File: src/rtl/philv_dbg_pkg.sv
// Shared definitions for the philosophy_v_core debug register-file dump path:
// controller state encoding, default geometry and a small state decode helper.
package philv_dbg_pkg;

  localparam int DEF_NUM_REGS = 32;
  localparam int DEF_ADDR_W   = 5;
  localparam int DEF_DATA_W   = 32;

  typedef enum logic [2:0] {
    ST_IDLE    = 3'd0,
    ST_HALT    = 3'd1,
    ST_READ    = 3'd2,
    ST_SEND    = 3'd3,
    ST_RELEASE = 3'd4
  } dump_state_e;

  // True in the states where the core must be kept stalled.
  function automatic logic core_held(input dump_state_e st);
    logic held;
    case (st)
      ST_HALT, ST_READ, ST_SEND: held = 1'b1;
      default:                   held = 1'b0;
    endcase
    return held;
  endfunction

endpackage

File: src/rtl/reg_file_dump_ctrl_if.sv
// Signal bundle between the dump controller, the core halt logic, the
// register-file debug read port and the trace consumer.
interface reg_file_dump_ctrl_if
  import philv_dbg_pkg::*;
#(
  parameter int ADDR_W = DEF_ADDR_W,
  parameter int DATA_W = DEF_DATA_W
);

  logic              start;
  logic              abort;
  logic              halt_req;
  logic              halt_ack;
  logic              rf_ren;
  logic [ADDR_W-1:0] rf_raddr;
  logic [DATA_W-1:0] rf_rdata;
  logic              out_valid;
  logic              out_ready;
  logic [ADDR_W-1:0] out_addr;
  logic [DATA_W-1:0] out_data;
  logic              out_last;
  logic              busy;
  logic              done;

  // Controller side.
  modport master (
    input  start, abort, halt_ack, rf_rdata, out_ready,
    output halt_req, rf_ren, rf_raddr, out_valid, out_addr, out_data,
           out_last, busy, done
  );

  // Environment side: core, register file and stream consumer.
  modport slave (
    output start, abort, halt_ack, rf_rdata, out_ready,
    input  halt_req, rf_ren, rf_raddr, out_valid, out_addr, out_data,
           out_last, busy, done
  );

  // Passive observer for protocol checkers.
  modport monitor (
    input abort, halt_req, halt_ack, rf_ren, out_valid, out_ready,
          out_addr, out_data, out_last, busy, done
  );

endinterface

File: src/rtl/reg_file_dump_ctrl.sv
// Register-file dump sequencer: halts the core, walks every architectural
// register over the debug read port and streams (address, data) beats out,
// then releases the core. All outputs come straight from flops.
module reg_file_dump_ctrl
  import philv_dbg_pkg::*;
#(
  parameter int NUM_REGS = DEF_NUM_REGS,
  parameter int ADDR_W   = DEF_ADDR_W,
  parameter int DATA_W   = DEF_DATA_W
) (
  input logic                  clk,
  input logic                  rstb,
  reg_file_dump_ctrl_if.master bus
);

  localparam logic [ADDR_W-1:0] LAST_IDX = ADDR_W'(NUM_REGS - 1);
  localparam logic [ADDR_W-1:0] IDX_ONE  = ADDR_W'(1);

  dump_state_e       r_state;
  dump_state_e       w_next;
  logic [ADDR_W-1:0] r_idx;
  logic [ADDR_W-1:0] w_idx_next;
  logic              w_hs;

  logic              r_halt_req;
  logic              r_rf_ren;
  logic              r_out_valid;
  logic              r_out_last;
  logic              r_busy;
  logic              r_done;
  logic [ADDR_W-1:0] r_out_addr;
  logic [DATA_W-1:0] r_out_data;

  // A beat leaves when SEND meets a ready consumer.
  assign w_hs = (r_state == ST_SEND) && bus.out_ready;

  // Next-state and next-index decode; abort has priority over a handshake.
  always_comb begin
    w_next     = r_state;
    w_idx_next = r_idx;
    case (r_state)
      ST_IDLE: begin
        if (bus.start) begin
          w_next     = ST_HALT;
          w_idx_next = {ADDR_W{1'b0}};
        end else begin
          w_next = ST_IDLE;
        end
      end
      ST_HALT: begin
        if (bus.abort) begin
          w_next = ST_RELEASE;
        end else if (bus.halt_ack) begin
          w_next = ST_READ;
        end else begin
          w_next = ST_HALT;
        end
      end
      ST_READ: begin
        if (bus.abort) begin
          w_next = ST_RELEASE;
        end else begin
          w_next = ST_SEND;
        end
      end
      ST_SEND: begin
        if (bus.abort) begin
          w_next = ST_RELEASE;
        end else if (w_hs) begin
          if (r_out_last) begin
            w_next = ST_RELEASE;
          end else begin
            w_next     = ST_READ;
            w_idx_next = r_idx + IDX_ONE;
          end
        end else begin
          w_next = ST_SEND;
        end
      end
      ST_RELEASE: begin
        if (!bus.halt_ack) begin
          w_next = ST_IDLE;
        end else begin
          w_next = ST_RELEASE;
        end
      end
      default: begin
        w_next     = ST_IDLE;
        w_idx_next = {ADDR_W{1'b0}};
      end
    endcase
  end

  // State and walk-index registers.
  always_ff @(posedge clk) begin
    if (!rstb) begin
      r_state <= ST_IDLE;
      r_idx   <= {ADDR_W{1'b0}};
    end else begin
      r_state <= w_next;
      r_idx   <= w_idx_next;
    end
  end

  // Output flops, loaded from the next state so they line up with r_state.
  always_ff @(posedge clk) begin
    if (!rstb) begin
      r_halt_req  <= 1'b0;
      r_rf_ren    <= 1'b0;
      r_out_valid <= 1'b0;
      r_busy      <= 1'b0;
      r_done      <= 1'b0;
    end else begin
      r_halt_req  <= core_held(w_next);
      r_rf_ren    <= (w_next == ST_READ);
      r_out_valid <= (w_next == ST_SEND);
      r_busy      <= (w_next != ST_IDLE);
      r_done      <= (r_state == ST_RELEASE) && (w_next == ST_IDLE);
    end
  end

  // One-entry beat holding register, loaded only in READ so the beat stays
  // frozen for as long as the consumer stalls.
  always_ff @(posedge clk) begin
    if (!rstb) begin
      r_out_addr <= {ADDR_W{1'b0}};
      r_out_data <= {DATA_W{1'b0}};
      r_out_last <= 1'b0;
    end else if (r_state == ST_READ) begin
      r_out_addr <= r_idx;
      r_out_data <= bus.rf_rdata;
      r_out_last <= (r_idx == LAST_IDX);
    end else begin
      r_out_addr <= r_out_addr;
      r_out_data <= r_out_data;
      r_out_last <= r_out_last;
    end
  end

  assign bus.halt_req  = r_halt_req;
  assign bus.rf_ren    = r_rf_ren;
  assign bus.rf_raddr  = r_idx;
  assign bus.out_valid = r_out_valid;
  assign bus.out_addr  = r_out_addr;
  assign bus.out_data  = r_out_data;
  assign bus.out_last  = r_out_last;
  assign bus.busy      = r_busy;
  assign bus.done      = r_done;

endmodule

File: src/flat_wrapper.sv
// flat-port wrapper written by rule: the top's interface ports become plain ports
module reg_file_dump_ctrl_flat import philv_dbg_pkg::*;
#(
  parameter int NUM_REGS = DEF_NUM_REGS,
  parameter int ADDR_W   = DEF_ADDR_W,
  parameter int DATA_W   = DEF_DATA_W
)
  (clk, rstb, bus_start, bus_abort, bus_halt_ack, bus_rf_rdata, bus_out_ready, bus_halt_req, bus_rf_ren, bus_rf_raddr, bus_out_valid, bus_out_addr, bus_out_data, bus_out_last, bus_busy, bus_done);
  reg_file_dump_ctrl_if #(.ADDR_W(ADDR_W), .DATA_W(DATA_W)) bus_i ();
  input logic clk;
  input logic rstb;
  input wire logic [$bits(bus_i.start)-1:0] bus_start;
  input wire logic [$bits(bus_i.abort)-1:0] bus_abort;
  input wire logic [$bits(bus_i.halt_ack)-1:0] bus_halt_ack;
  input wire logic [$bits(bus_i.rf_rdata)-1:0] bus_rf_rdata;
  input wire logic [$bits(bus_i.out_ready)-1:0] bus_out_ready;
  output wire logic [$bits(bus_i.halt_req)-1:0] bus_halt_req;
  output wire logic [$bits(bus_i.rf_ren)-1:0] bus_rf_ren;
  output wire logic [$bits(bus_i.rf_raddr)-1:0] bus_rf_raddr;
  output wire logic [$bits(bus_i.out_valid)-1:0] bus_out_valid;
  output wire logic [$bits(bus_i.out_addr)-1:0] bus_out_addr;
  output wire logic [$bits(bus_i.out_data)-1:0] bus_out_data;
  output wire logic [$bits(bus_i.out_last)-1:0] bus_out_last;
  output wire logic [$bits(bus_i.busy)-1:0] bus_busy;
  output wire logic [$bits(bus_i.done)-1:0] bus_done;
  assign bus_i.start = bus_start;
  assign bus_i.abort = bus_abort;
  assign bus_i.halt_ack = bus_halt_ack;
  assign bus_i.rf_rdata = bus_rf_rdata;
  assign bus_i.out_ready = bus_out_ready;
  assign bus_halt_req = bus_i.halt_req;
  assign bus_rf_ren = bus_i.rf_ren;
  assign bus_rf_raddr = bus_i.rf_raddr;
  assign bus_out_valid = bus_i.out_valid;
  assign bus_out_addr = bus_i.out_addr;
  assign bus_out_data = bus_i.out_data;
  assign bus_out_last = bus_i.out_last;
  assign bus_busy = bus_i.busy;
  assign bus_done = bus_i.done;
  reg_file_dump_ctrl #(.NUM_REGS(NUM_REGS), .ADDR_W(ADDR_W), .DATA_W(DATA_W)) u_core (.clk(clk), .rstb(rstb), .bus(bus_i));
endmodule
File: config.mk
export PLATFORM = sky130hd
export DESIGN_NAME = reg_file_dump_ctrl_flat
export DESIGN_NICKNAME = d
export VERILOG_FILES = /design/src/rtl/philv_dbg_pkg.sv /design/src/rtl/reg_file_dump_ctrl_if.sv /design/src/rtl/reg_file_dump_ctrl.sv /design/src/flat_wrapper.sv
export SDC_FILE = /design/constraint.sdc
export NUM_CORES = 1
export LEC_CHECK = 0
export BUFFER_PORTS_ARGS = -buffer_cell sky130_fd_sc_hd__buf_2
export CORE_ASPECT_RATIO = 0.8
export CORE_MARGIN = 3
export CORE_UTILIZATION = 34
export CTS_CLUSTER_DIAMETER = 100
export DETAILED_ROUTE_END_ITERATION = 12
export HOLD_SLACK_MARGIN = 0.15
export PLACE_DENSITY = 0.57
export SLEW_MARGIN = 20
export SYNTH_ARGS = -nofsm -noshare
export SYNTH_HDL_FRONTEND = slang
export SYNTH_SLANG_ARGS = --single-unit
File: constraint.sdc
create_clock -name clk -period 1.6 [get_ports clk]
set_input_delay 0.08 -clock clk [delete_from_list [all_inputs] [get_ports clk]]
set_output_delay 0.08 -clock clk [all_outputs]
set_load 0.01 [all_outputs]
* After elaboration in Yosys (flattened, before gate mapping)
Index checks and enable logic that the tools add are counted.
** Cells by class
- Muxes and demuxes :: 15
- Add/subtract/negate cells :: 1
- Bitwise logic cells :: 1
- Equality and inequality tests :: 12
- Reductions and logical operators :: 8
** Operators by type and width (number)
- 5-bit two-way mux :: 4
- 3-bit two-way mux :: 6
- 3-bit one-hot mux with 5 select lines :: 1
- 5-bit one-hot mux with 3 select lines :: 1
- 3-bit by 2-bit == test with 1-bit output, second input constant :: 4
- 3-bit by 1-bit == test with 1-bit output, second input constant :: 2
- 3-bit zero test :: 2
- 2-bit != test, second input constant :: 3
- 3-bit OR reduction :: 2
- 5-bit by 1-bit adder with 5-bit output, second input constant :: 1
- 5-bit == test, second input constant :: 1
- 5-bit AND reduction :: 1
- 3-bit == test, second input constant :: 1
- 3-bit nonzero test :: 1
- 1-bit logical AND :: 2
- 1-bit two-way mux :: 2
- 2-bit two-way mux :: 1
- 2-bit by 1-bit != test with 1-bit output, second input constant :: 1
- 1-bit inverter :: 1
** Storage, ports and cells
- Output and inout bits :: 48
- Logic and storage cells :: 47
- Register bits after elaboration :: 51

* Logic depth before layout (Yosys ltp)
Gate-level depths: netlist (run 1).
- Word-level depth :: 8
- Gate-level depth with buffers :: 6

* Worst setup path before layout (run 1)
Ideal clock, no wire load.
- Kind :: reg2reg
- From :: reg u_core.r_state[1]
- To :: reg u_core.r_out_last (netlist: u_core.bus.out_last)
- Cell stages (with the launch flop) :: 7
- Period minus slack after synthesis :: 1.410 ns
- Arrival time :: 1.294 ns
- Required time :: 1.484 ns
- Slack :: 0.190 ns
- Buffers on the path :: 3
- Cells stage by stage :: dfxtp_1 > buf_4 > or3b_1 > buf_6 > buf_6 > nand2_1 > a21boi_1
** Between the ends
- Longest elaborated chain between the ends :: 1
** Ends and longest elaborated chain
- from (decl) :: RTL line reg_file_dump_ctrl.sv:19 : dump_state_e r_state;
- from (signal assigned) :: RTL line reg_file_dump_ctrl.sv:100 : r_state <= w_next;
- 3-bit by 2-bit == test with 1-bit output :: RTL line reg_file_dump_ctrl.sv:129 : end else if (r_state == ST_READ) begin
- to (signal assigned) :: RTL line reg_file_dump_ctrl.sv:132 : r_out_last <= (r_idx == LAST_IDX);
- to (signal assigned) :: RTL line reg_file_dump_ctrl.sv:136 : r_out_last <= r_out_last;
- to (decl) :: RTL line reg_file_dump_ctrl.sv:28 : logic r_out_last;
No other way between the ends.
A chain may end at the register's enable or synchronous reset.

* Worst setup path in the final report (run 1)
- From :: reg u_core.r_state[1]
- To :: reg u_core.r_idx[3] (netlist: u_core.bus.rf_raddr[3])
** Between the ends
- Longest elaborated chain between the ends :: 4
- Elaborated cells on any way between the ends :: 14
- Those cells by class :: eq/ne (8); mux (1); bitwise (1); reduce/logical (4)
** Ends and longest elaborated chain
- 3-bit by 2-bit == test with 1-bit output (tied with other cells) :: RTL line reg_file_dump_ctrl.sv:35, reg_file_dump_ctrl.sv:41
- 1-bit logical AND or 3-bit OR reduction (tied branches)
- 2-bit by 1-bit != test with 1-bit output (no source line) or 1-bit inverter (tied branches)
- 5-bit AND reduction (no source line)
- to (signal assigned) :: RTL line reg_file_dump_ctrl.sv:98 : r_idx <= {ADDR_W{1'b0}};
- to (signal assigned) :: RTL line reg_file_dump_ctrl.sv:101 : r_idx <= w_idx_next;
- to (decl) :: RTL line reg_file_dump_ctrl.sv:21 : logic [ADDR_W-1:0] r_idx;
Several ways; a longest one is shown, not always the timed one.

==> load_flow_metrics.sql, run 1 <==
INSERT INTO impl_metrics (metric_group, metric, value, unit) VALUES
('outcome', 'run_status', 'complete, no violations', ''),
('timing', 'tightest_slew', '0.358', 'ns'),
('cts', 'cts_root_buffer', 'sky130_fd_sc_hd__clkbuf_8', ''),
('yosys', 'netlist_top_cells_area', 'sky130_fd_sc_hd__dfxtp_1, sky130_fd_sc_hd__nand2_1, sky130_fd_sc_hd__a21boi_1', ''),
('timing', 'min_period_over_period', '91.8', '%'),
('finish', 'fill_cells', '567', ''),
('setup_path', 'critical_path.slowest_cell', 'sky130_fd_sc_hd__nor4b_4', ''),
('route', 'drt-vias-per-instance', '4.48', ''),
('cts', 'number_of_buffers_on_the_longest_clock_path', '2', ''),
('hold_path', 'hold_class', 'input pin to flip-flop', ''),
('yosys', 'post_synthesis_cells', '237', ''),
('setup_path', 'critical-path-max-stage-delay', '0.40', 'ns'),
('yosys', 'number_of_library_cell_types_mapped_by_synthesis', '35', ''),
('grt', 'largest_net_degree_at_the_start_of_global_routing', '39', ''),
('power_and_ir_drop', 'clock_group_share_of_total_power', '33.1', '%'),
('power_and_ir_drop', 'static-leakage-power', '0.00133', 'uW'),
('yosys', 'seq_area_frac_synth', '49.0', '%'),
('yosys', 'synth_flop_cell', 'sky130_fd_sc_hd__dfxtp_1', ''),
('grt', 'grt_antenna_before_repair', '0', ''),
('finish', 'antenna_cells', '0', ''),
('cts', 'cts.sink_count', '51', ''),
('yosys', 'synth_top_area_share', '49.0', '%'),
('timing', 'finalSetupViolations', '0', ''),
('route', 'post-route-drc-count', '0', ''),
('setup_path', 'worst-endpoint-required', '1.83', 'ns'),
('placed_design', 'detailed_place_hpwl', '3440', 'um'),
('route', 'detail-route-antenna-nets', '0', ''),
('power_and_ir_drop', 'pwr-share-comb', '12.1', '%'),
('timing', 'clock.fmax', '0.681', 'GHz'),
('grt', 'grt_first_pass_wirelength', '8740', 'um'),
('power_and_ir_drop', 'powerDensity', '794', 'nW/um2'),
('grt', 'grt_pass1_vias', '1858', ''),
('yosys', 'count_of_state_elements_after_synthesis', '51', ''),
('cts', 'cts.repair_timing.setup_buffer_count', '0', ''),
('die', 'start_util', '36.7', '%'),
('power_and_ir_drop', 'cellInternalPower', '1860', 'uW'),
('timing', 'fin_skew', '0.00671', 'ns'),
('timing', 'slew_viol_final', '0', ''),
('die', 'die_width', '93.5', 'um'),
('timing', 'relSlewSlack', '76.1', '%'),
('finish', 'final_net_count', '394', ''),
('die', 'placementRows', '24', ''),
('job', 'drv_cap', '0', ''),
('power_and_ir_drop', 'switching_share', '22.7', '%'),
('route', 'drt_iter0_drc', '54', ''),
('yosys', 'number_of_enable_flip_flop_cells_after_synthesis', '0', ''),
('power_and_ir_drop', 'power.sequential.fraction', '54.8', '%'),
('cts', 'cts_max_level', '2', ''),
('yosys', 'syn_area', '2080', 'um2'),
('placed_design', 'place_congestion', '0.775', ''),
('die', 'core_area', '5680', 'um2'),
('route', 'route.final.wire_length', '5240', 'um'),
('timing', 'unrepaired_setup_endpoints_after_global_routing', 'no', ''),
('yosys', 'ys.warnings.count', '0', ''),
('placed_design', 'portBuffers', '85', ''),
('grt', 'global_route_usage_sum', '15.0', '%'),
('yosys', 'synth_commonest_cells', 'sky130_fd_sc_hd__nand2_1, sky130_fd_sc_hd__dfxtp_1, sky130_fd_sc_hd__a21boi_1', ''),
('route', 'num_vias', '1939', ''),
('die', 'io_pins', '86', ''),
('yosys', 'synthDominantAreaCellType', 'sky130_fd_sc_hd__dfxtp_1', ''),
('finish', 'finish.instance_area', '3030', 'um2'),
('timing', 'hold_violations', '0', ''),
('yosys', 'post-synth-top-count-cell', 'sky130_fd_sc_hd__nand2_1', ''),
('yosys', 'async_reset_ff_share', '0', '%'),
('setup_path', 'cp-end-kind', 'flip-flop', ''),
('timing', 'fin_tns_setup', '0', 'ns'),
('setup_path', 'critical-path-top-delay-family', 'simple AND/OR/NAND/NOR gates', ''),
('power_and_ir_drop', 'irDropWorstVdd', '0.000522', 'V'),
('cts', 'clk_pin_slew', '0.09', 'ns'),
('timing', 'final_period_minus_worst_setup_slack', '1.47', 'ns'),
('die', 'die_area', '7110', 'um2');
registers in the layout, indices dropped and copies added, names as in the netlist:
signal,cells
u_core.bus.out_addr,5
u_core.bus.out_last,1
u_core.r_state,3
u_core.bus.rf_raddr,5
u_core.bus.busy,1
u_core.bus.out_data,32
u_core.bus.rf_ren,1
u_core.bus.out_valid,1
u_core.bus.done,1
u_core.bus.halt_req,1
layer usage:
metal  share of wire [%]  wire length (um)  track usage, %  vias to the layer above
met2                  45              2370            24.1                       56
met5                   0                 0               0                        -
met4                 1.3                68            4.83                        0
met1                  46              2400            19.3                      860
met3                 7.6               399            4.44                       10
li1                    -                 -               -                     1013
final timing paths:
kind / start / endpoint / slack, ns / cells past startpoint
min: rstb / u_core.bus.done$_SDFF_PN0_ / 0.16 / 3
min reg2reg: u_core.bus.out_data[19]$_SDFFE_PN0N_ / u_core.bus.out_data[19]$_SDFFE_PN0N_ / 0.45 / 2
max reg2reg: u_core.r_state[1]$_SDFF_PN0_ / u_core.bus.rf_raddr[3]$_SDFFE_PN0P_ / 0.13 / 4
max: u_core.r_state[1]$_SDFF_PN0_ / u_core.bus.rf_raddr[3]$_SDFFE_PN0P_ / 0.13 / 4
area by class of cell:
class | count | area [um2] | share of cell area, %
inverter | 4 | 15.0 | 0.495
clock buffer | 8 | 100 | 3.30
timing repair buffer | 125 | 833 | 27.5
tap | 78 | 97.6 | 3.22
multi-input combinational | 167 | 961 | 31.7
sequential | 51 | 1020 | 33.8
repair_timing:
item                                   in CTS  in global routing
gates resized for setup                     0                  3
setup endpoints to repair                   0                  3
hold buffers                               33                  0
endpoints found under the hold margin      33                  0
placed cells by master, fill, tap and decap left out, types with 2 or more instances in the layout:
| cell | count |
|---|---|
| sky130_fd_sc_hd__inv_1 | 4 |
| sky130_fd_sc_hd__nand3_1 | 4 |
| sky130_fd_sc_hd__a21boi_0 | 21 |
| sky130_fd_sc_hd__buf_2 | 85 |
| sky130_fd_sc_hd__buf_12 | 2 |
| sky130_fd_sc_hd__ha_1 | 2 |
| sky130_fd_sc_hd__dfxtp_1 | 49 |
| sky130_fd_sc_hd__dlygate4sd3_1 | 33 |
| sky130_fd_sc_hd__a21oi_1 | 2 |
| sky130_fd_sc_hd__nand2_1 | 82 |
| sky130_fd_sc_hd__clkbuf_8 | 7 |
| sky130_fd_sc_hd__or3_1 | 2 |
| sky130_fd_sc_hd__nor2_1 | 5 |
| sky130_fd_sc_hd__nand2b_1 | 2 |
| sky130_fd_sc_hd__o21ai_0 | 2 |
| sky130_fd_sc_hd__a31oi_1 | 2 |
| sky130_fd_sc_hd__buf_4 | 5 |
| sky130_fd_sc_hd__a21boi_1 | 22 |
| sky130_fd_sc_hd__and3_1 | 2 |
| sky130_fd_sc_hd__nor3b_1 | 3 |
| sky130_fd_sc_hd__dfxtp_2 | 2 |
metrics by stage:
step                      cells  util (%)  total power (uW)  setup WS [ns]
after floorplan             237         -              1470          0.190
after global placement      392      45.7              1570          0.130
after detailed placement    392      45.7              1580         0.0841
after CTS                   433      53.2              2440         0.0575
after global routing        433      53.4              2530         0.0625
final                       433      53.4              2410          0.132
power by group through the flow:
| stage | sequential, uW | clock, uW | combinational, uW |
|---|---|---|---|
| 2_1_floorplan | 1350 | 0 | 126 |
| 3_3_place_gp | 1350 | 0 | 226 |
| 3_5_place_dp | 1350 | 0 | 228 |
| 4_1_cts | 1320 | 835 | 290 |
| 5_1_grt | 1320 | 888 | 322 |
| 6_report | 1320 | 797 | 290 |
cells by family (layout without fill, tap and decap cells):
| logic type | count (synthesis) | count (layout) | synth area share (%) |
|---|---|---|---|
| mux | 1 | 1 | 0.480 |
| buf+inv | 19 | 137 | 5.47 |
| compound gates | 54 | 54 | 19.6 |
| xor+xnor | 1 | 1 | 0.420 |
| simple gates | 109 | 109 | 23.8 |
| fa+ha+maj | 2 | 2 | 1.20 |
| flops | 51 | 51 | 49.0 |
worst reg2reg max path, stage by stage, from the launching register on:
cell and delay [ns]:
sky130_fd_sc_hd__dfxtp_2 0.39, sky130_fd_sc_hd__nor4b_4 0.40, sky130_fd_sc_hd__a211oi_4 0.11, sky130_fd_sc_hd__or3_1 0.36, sky130_fd_sc_hd__a21boi_1 0.15
Power figures use the tool's default switching activity.
==> run 2, diff against run 1 <==
clock period = 1.4 ns   (was 1.6 ns; I/O delays follow)
==> run 2 against run 1 <==
  * Maximum frequency is 8.4% higher
  * Via count up 3.8%
  * Clock-buffer cell count decreased by 2
  * Flip-flop and latch count stayed put
  * Register-to-register slack got worse by 0.09 ns
  * Clock power grew 3.9%
  * Non-clock buffer count is 15 higher
==> load_flow_metrics.sql, run 2 (synthesis gave the netlist of run 1 again) <==
INSERT INTO impl_metrics (metric_group, metric, value, unit) VALUES
('outcome', 'run_status', 'complete, no violations', ''),
('route', 'firstDrtPassIters', '4', ''),
('grt', 'grt_first_pass_wirelength', '9040', 'um'),
('grt', 'largest_net_degree_at_the_start_of_global_routing', '39', ''),
('finish', 'area.growth.synth_to_final', '52.3', '%'),
('finish', 'largest_register_ff_count', '32', ''),
('route', 'post-route-drc-count', '0', ''),
('die', 'floorplan.die.height', '76.0', 'um'),
('die', 'io_pins', '86', ''),
('cts', 'number_of_buffers_on_the_longest_clock_path', '2', ''),
('grt', 'grt_overflow', '0', ''),
('cts', 'cts.sink_count', '51', ''),
('cts', 'clk-insertion-delay-late', '0.29', 'ns'),
('cts', 'tritoncts', 'done', ''),
('hold_path', 'hold_class', 'input pin to flip-flop', ''),
('die', 'start_util', '36.7', '%'),
('timing', 'clock.fmax', '0.739', 'GHz'),
('route', 'drt-vias-per-instance', '4.50', ''),
('cts', 'cts_inserted_buffers', '5', ''),
('die', 'core_area', '5680', 'um2'),
('job', 'drv_cap', '0', ''),
('placed_design', 'detailed_place_hpwl', '3530', 'um'),
('timing', 'hold_violations', '0', ''),
('die', 'die_area', '7110', 'um2'),
('grt', 'global_route_usage_sum', '15.5', '%'),
('route', 'num_vias', '2013', ''),
('timing', 'tightest_slew', '0.293', 'ns'),
('finish', 'antenna_cells', '0', ''),
('placed_design', 'place_congestion', '0.775', ''),
('power_and_ir_drop', 'irDropWorstVdd', '0.000522', 'V'),
('placed_design', 'portBuffers', '85', ''),
('cts', 'cts_root_buffer', 'sky130_fd_sc_hd__clkbuf_8', ''),
('finish', 'final_cell_mix', 'sky130_fd_sc_hd__buf_2, sky130_fd_sc_hd__nand2_1, sky130_fd_sc_hd__dfxtp_1', ''),
('setup_path', 'worst-endpoint-required', '1.60', 'ns'),
('setup_path', 'critical_path.max_fanout', '19', ''),
('setup_path', 'cp-end-kind', 'flip-flop', ''),
('power_and_ir_drop', 'powerDensity', '854', 'nW/um2'),
('route', 'route.final.wire_length', '5590', 'um'),
('finish', 'final_cell_count_no_fill', '447', ''),
('timing', 'min_period_over_period', '96.7', '%'),
('timing', 'finalSetupViolations', '0', ''),
('route', 'routedWlPerCell', '12.5', 'um'),
('timing', 'fin_skew', '0.00678', 'ns'),
('grt', 'grt_pass1_vias', '2017', ''),
('setup_path', 'timing_worst_setup_path_type', 'flip-flop to flip-flop', ''),
('die', 'die_width', '93.5', 'um'),
('timing', 'relSlewSlack', '80.4', '%'),
('route', 'drt_iter0_drc', '43', ''),
('die', 'placementRows', '24', ''),
('placed_design', 'dpl.cell_count', '402', ''),
('power_and_ir_drop', 'static-leakage-power', '0.00141', 'uW'),
('finish', 'post_route_cells_drive_above_1_share', '33.6', '%'),
('finish', 'postLayoutCoreUtil', '55.9', '%'),
('route', 'detail-route-antenna-nets', '0', ''),
('finish', 'final_common_cell', 'sky130_fd_sc_hd__buf_2', ''),
('setup_path', 'crit_arrival', '1.55', 'ns'),
('cts', 'clk_pin_slew', '0.08', 'ns'),
('timing', 'final_period_minus_worst_setup_slack', '1.35', 'ns'),
('setup_path', 'startpoint_type', 'flip-flop', ''),
('cts', 'cts_max_level', '2', ''),
('grt', 'grt_antenna_before_repair', '0', ''),
('finish', 'final_net_count', '409', ''),
('timing', 'slew_viol_final', '0', '');
[run 2: power by group]
part           internal [uW]  switching, uW
clock network            389            439
registers               1480           23.5
logic                    225            153
total                   2090            615
[run 2: worst paths after layout]
| kind | startpoint | depth (start not counted) | end | slack [ns] |
|---|---|---|---|---|
| setup reg to reg | u_core.r_state[2]$_SDFF_PN0_ | 6 | u_core.bus.out_data[1]$_SDFFE_PN0N_ | 0.05 |
| hold reg to reg | u_core.bus.out_data[22]$_SDFFE_PN0N_ | 2 | u_core.bus.out_data[22]$_SDFFE_PN0N_ | 0.45 |
| setup / recovery | u_core.r_state[2]$_SDFF_PN0_ | 6 | u_core.bus.out_data[1]$_SDFFE_PN0N_ | 0.05 |
| hold / removal | bus_abort | 3 | u_core.bus.rf_ren$_SDFF_PN0_ | 0.20 |
[run 2: cell type report]
class | count | area, um2
clock buffers | 6 | 82.6
clock inverters | 1 | 5.00
fillers | 532 | 2500
inverters | 4 | 15.0
multi-input cells | 167 | 977
flip-flops and latches | 51 | 1030
well taps | 78 | 97.6
repair buffers | 140 | 968
[run 2: metal layers]
layer | up-vias | GRT usage, % | part of all wire [%]
li1 | 1044 | - | -
met1 | 904 | 19.7 | 46
met2 | 63 | 25.7 | 45
met3 | 2 | 5.13 | 8.4
met4 | 0 | 2.93 | 0.39
met5 | - | 0 | 0
[run 2: critical path, stage by stage (launching register included)]
cell	delay, ns
sky130_fd_sc_hd__dfxtp_2	0.35
sky130_fd_sc_hd__buf_4	0.17
sky130_fd_sc_hd__nor3b_4	0.19
sky130_fd_sc_hd__buf_4	0.14
sky130_fd_sc_hd__buf_12	0.14
sky130_fd_sc_hd__nand2_1	0.06
sky130_fd_sc_hd__a21boi_0	0.20
[run 2: stage by stage]
step	worst slack, ns	instance area (um2)	total power [uW]	setup TNS [ns]	hold WS (ns)
final	0.0459	3170	2710	0	0.197
after global routing	-0.00635	3170	2840	-0.00635	0.192
after CTS	0.0170	3100	2740	0	0.169
after detailed placement	-0.0754	2670	1830	-1.67	0.311
after global placement	-0.0436	2670	1830	-0.737	0.310
after floorplan	0.00386	2090	1690	0	0.147
[run 2: timing repair]
| item | 4_1_cts | 5_1_grt |
|---|---|---|
| hold endpoints to repair | 36 | 0 |
| setup endpoints to repair | 46 | 18 |
| setup buffers | 0 | 3 |
| hold buffers | 34 | 0 |
| gates resized for setup | 2 | 8 |
| pin swaps | 0 | 4 |
| gates cloned | 0 | 1 |
==> run 3, diff against run 2 <==
CORE_UTILIZATION = 35   (was 34)
PLACE_DENSITY = 0.58   (was 0.57)
clock period = 1.3 ns   (was 1.4 ns; I/O delays follow)
==> run 3 against run 2 <==
  * Maximum frequency down 3.3%
  * Largest power group unchanged
  * Global-route usage up 0.47 points
  * Via count down 0.55%
  * The run now ends with setup timing left
==> load_flow_metrics.sql, run 3 (synthesis gave the netlist of run 1 again) <==
INSERT INTO impl_metrics (metric_group, metric, value, unit) VALUES
('setup_path', 'cp-end-kind', 'flip-flop', ''),
('job', 'drv_cap', '0', ''),
('die', 'die_width', '92.3', 'um'),
('setup_path', 'critical-path-max-stage-delay', '0.40', 'ns'),
('cts', 'number_of_buffers_on_the_longest_clock_path', '2', ''),
('cts', 'cts.sink_count', '51', ''),
('setup_path', 'path_cells', 'nor4b_4 > a211oi_4 > or3_1 > a21boi_1', ''),
('outcome', 'failing_checks', 'setup timing', ''),
('timing', 'finalSetupViolations', '12', ''),
('setup_path', 'startpoint_type', 'flip-flop', ''),
('finish', 'area.growth.synth_to_final', '52.3', '%'),
('finish', 'sequential_cell_area', '1030', 'um2'),
('grt', 'global_route_track_usage_on_met1', '20.0', '%'),
('grt', 'grt_overflow', '0', ''),
('route', 'route.final.wire_length', '5470', 'um'),
('route', 'firstDrtPassIters', '4', ''),
('setup_path', 'critical-path-top-delay-family', 'simple AND/OR/NAND/NOR gates', ''),
('setup_path', 'ff_to_ff_path_depth', '4', ''),
('power_and_ir_drop', 'switching_share', '23.1', '%'),
('power_and_ir_drop', 'cellInternalPower', '2200', 'uW'),
('setup_path', 'timing_worst_setup_path_type', 'flip-flop to flip-flop', ''),
('cts', 'tritoncts', 'done', ''),
('finish', 'antenna_cells', '0', ''),
('cts', 'cts_root_buffer', 'sky130_fd_sc_hd__clkbuf_8', ''),
('power_and_ir_drop', 'pwr-share-comb', '14.4', '%'),
('timing', 'slew_viol_final', '0', ''),
('grt', 'global_route.usage.met3', '5.09', '%'),
('setup_path', 'worst-endpoint-required', '1.52', 'ns'),
('timing', 'fin_skew', '0.00490', 'ns'),
('power_and_ir_drop', 'totalPowerFinal', '2860', 'uW'),
('finish', 'final_net_count', '408', ''),
('grt', 'globalRoute.busiestLayer', 'met2', ''),
('placed_design', 'place_congestion', '0.773', ''),
('timing', 'tightest_slew', '0.332', 'ns'),
('cts', 'clk_pin_slew', '0.09', 'ns'),
('power_and_ir_drop', 'irDropWorstVdd', '0.000523', 'V'),
('route', 'num_vias', '2002', ''),
('power_and_ir_drop', 'clock_group_share_of_total_power', '28.8', '%'),
('hold_path', 'hold_class', 'input pin to flip-flop', ''),
('grt', 'grt_antenna_before_repair', '0', ''),
('die', 'io_pins', '86', ''),
('placed_design', 'dpl.cell_count', '403', ''),
('setup_path', 'critical_path.startpoint', 'u_core.r_state[0]$_SDFF_PN0_', ''),
('die', 'die_area', '6920', 'um2'),
('grt', 'grt_pass1_vias', '1916', ''),
('setup_path', 'crit_cells', '4', ''),
('cts', 'cts_inserted_buffers', '5', ''),
('setup_path', 'worst_r2r_endpoint', 'u_core.bus.rf_raddr[2]$_SDFFE_PN0P_', ''),
('finish', 'final_common_cell', 'sky130_fd_sc_hd__buf_2', ''),
('setup_path', 'critical_path.endpoint', 'u_core.bus.rf_raddr[2]$_SDFFE_PN0P_', ''),
('die', 'floorplan.die.height', '75.0', 'um'),
('route', 'routedWlPerCell', '12.3', 'um'),
('cts', 'clk-insertion-delay-late', '0.29', 'ns'),
('power_and_ir_drop', 'powerDensity', '901', 'nW/um2'),
('die', 'core_area', '5620', 'um2'),
('grt', 'global_route_usage_sum', '16.0', '%'),
('route', 'post-route-drc-count', '0', ''),
('power_and_ir_drop', 'power_switching', '659', 'uW'),
('power_and_ir_drop', 'static-leakage-power', '0.00141', 'uW'),
('setup_path', 'number_of_buffers_and_inverters_on_the_critical_path', '0', ''),
('grt', 'global_route.usage.met2', '27.6', '%'),
('finish', 'final_cell_mix', 'sky130_fd_sc_hd__buf_2, sky130_fd_sc_hd__nand2_1, sky130_fd_sc_hd__dfxtp_1', ''),
('grt', 'grt_first_pass_wirelength', '8860', 'um'),
('timing', 'timing.final.ws_setup', '-0.101', 'ns'),
('route', 'detail-route-antenna-nets', '0', ''),
('power_and_ir_drop', 'power.sequential.fraction', '56.7', '%'),
('finish', 'post_route_cells_drive_above_1_share', '35.7', '%'),
('placed_design', 'detailed_place_hpwl', '3570', 'um'),
('timing', 'unrepaired_setup_endpoints_after_global_routing', 'yes', ''),
('timing', 'clock.fmax', '0.714', 'GHz'),
('outcome', 'run_status', 'finished with violations', ''),
('timing', 'final_period_minus_worst_setup_slack', '1.40', 'ns'),
('route', 'drt-vias-per-instance', '4.50', ''),
('finish', 'multi_input_comb_area', '1010', 'um2'),
('finish', 'final_cell_count_no_fill', '445', ''),
('setup_path', 'critical_path.slowest_cell', 'sky130_fd_sc_hd__dfxtp_4', ''),
('route', 'drt_iter0_drc', '38', ''),
('grt', 'largest_net_degree_at_the_start_of_global_routing', '39', ''),
('setup_path', 'critical_path.max_fanout', '12', ''),
('placed_design', 'dp_slack', '-0.103', 'ns'),
('finish', 'fill_cells', '533', ''),
('timing', 'relSlewSlack', '77.8', '%'),
('setup_path', 'crit_arrival', '1.62', 'ns'),
('timing', 'min_period_over_period', '108', '%'),
('setup_path', 'reg2reg_from', 'u_core.r_state[0]$_SDFF_PN0_', ''),
('finish', 'largest_register_ff_count', '32', ''),
('placed_design', 'portBuffers', '85', ''),
('die', 'start_util', '37.1', '%'),
('setup_path', 'setup.reg_to_reg.worst_slack', '-0.10', 'ns'),
('timing', 'hold_violations', '0', ''),
('cts', 'cts_max_level', '2', ''),
('die', 'placementRows', '24', '');
## run 3: cell count changes in the layout (fill, tap and decap cells not counted), moves of 2 or more
cell,change
sky130_fd_sc_hd__nand2_1,-5
sky130_fd_sc_hd__buf_6,+3
sky130_fd_sc_hd__buf_4,-3
sky130_fd_sc_hd__a21boi_0,-17
sky130_fd_sc_hd__nand2_2,+5
sky130_fd_sc_hd__a21boi_1,+15
sky130_fd_sc_hd__a21boi_2,+2
## run 3: power by group through the flow
stage                     Combinational (uW)  Sequential [uW]  Clock, uW
after detailed placement                 312             1660          0
after global routing                     453             1630        914
after CTS                                395             1620        870
final                                    412             1620        824
after global placement                   311             1660          0
after floorplan                          162             1660          0
## run 3: layer usage
metal  share of wire, %  up-vias
met5                  0        -
met4               0.77        0
met3                6.0        4
met1                 47      903
li1                   -     1037
met2                 46       58
## run 3: how the worst min path moves through the flow
| stage | from | endpoint | slack (ns) | cells past startpoint |
|---|---|---|---|---|
| final | bus_abort | u_core.bus.rf_ren$_SDFF_PN0_ | 0.19 | 3 |
| after global routing | bus_abort | u_core.bus.rf_ren$_SDFF_PN0_ | 0.19 | 3 |
| after CTS | bus_abort | u_core.bus.rf_ren$_SDFF_PN0_ | 0.17 | 3 |
| after detailed placement | bus_halt_ack | u_core.bus.done$_SDFF_PN0_ | 0.29 | 2 |
| after global placement | bus_halt_ack | u_core.bus.done$_SDFF_PN0_ | 0.28 | 2 |
| after floorplan | bus_halt_ack | u_core.bus.done$_SDFF_PN0_ | 0.14 | 1 |
## run 3: through the flow
stage	area (um2)	hold WS, ns	util, %	setup TNS, ns
final	3170	0.191	56.5	-0.279
after global routing	3170	0.187	56.5	-2.65
after CTS	3110	0.171	55.4	-0.199
after detailed placement	2690	0.292	47.8	-0.402
after global placement	2690	0.285	47.8	-0.0821
after floorplan	2110	0.142	-	-0.728
## run 3: timing repair
| action | 4_1_cts | 5_1_grt |
|---|---|---|
| gates cloned | 0 | 1 |
| setup endpoints to repair | 40 | 50 |
| hold buffers | 33 | 0 |
| resized for setup | 10 | 29 |
| setup buffers | 1 | 1 |
| endpoints found under the hold margin | 33 | 0 |
| pin swaps | 7 | 6 |
## run 3: layout make-up
class | count | area share [%]
repair buffers | 139 | 29.9
inverters | 4 | 0.473
well taps | 78 | 3.08
multi-input cells | 167 | 31.8
flip-flops and latches | 51 | 32.5
clock buffers | 6 | 2.29
## run 3: worst reg2reg max path: stages (launching register included)
cell,delay [ns]
sky130_fd_sc_hd__dfxtp_4,0.40
sky130_fd_sc_hd__nor4b_4,0.37
sky130_fd_sc_hd__a211oi_4,0.11
sky130_fd_sc_hd__or3_1,0.33
sky130_fd_sc_hd__a21boi_1,0.13
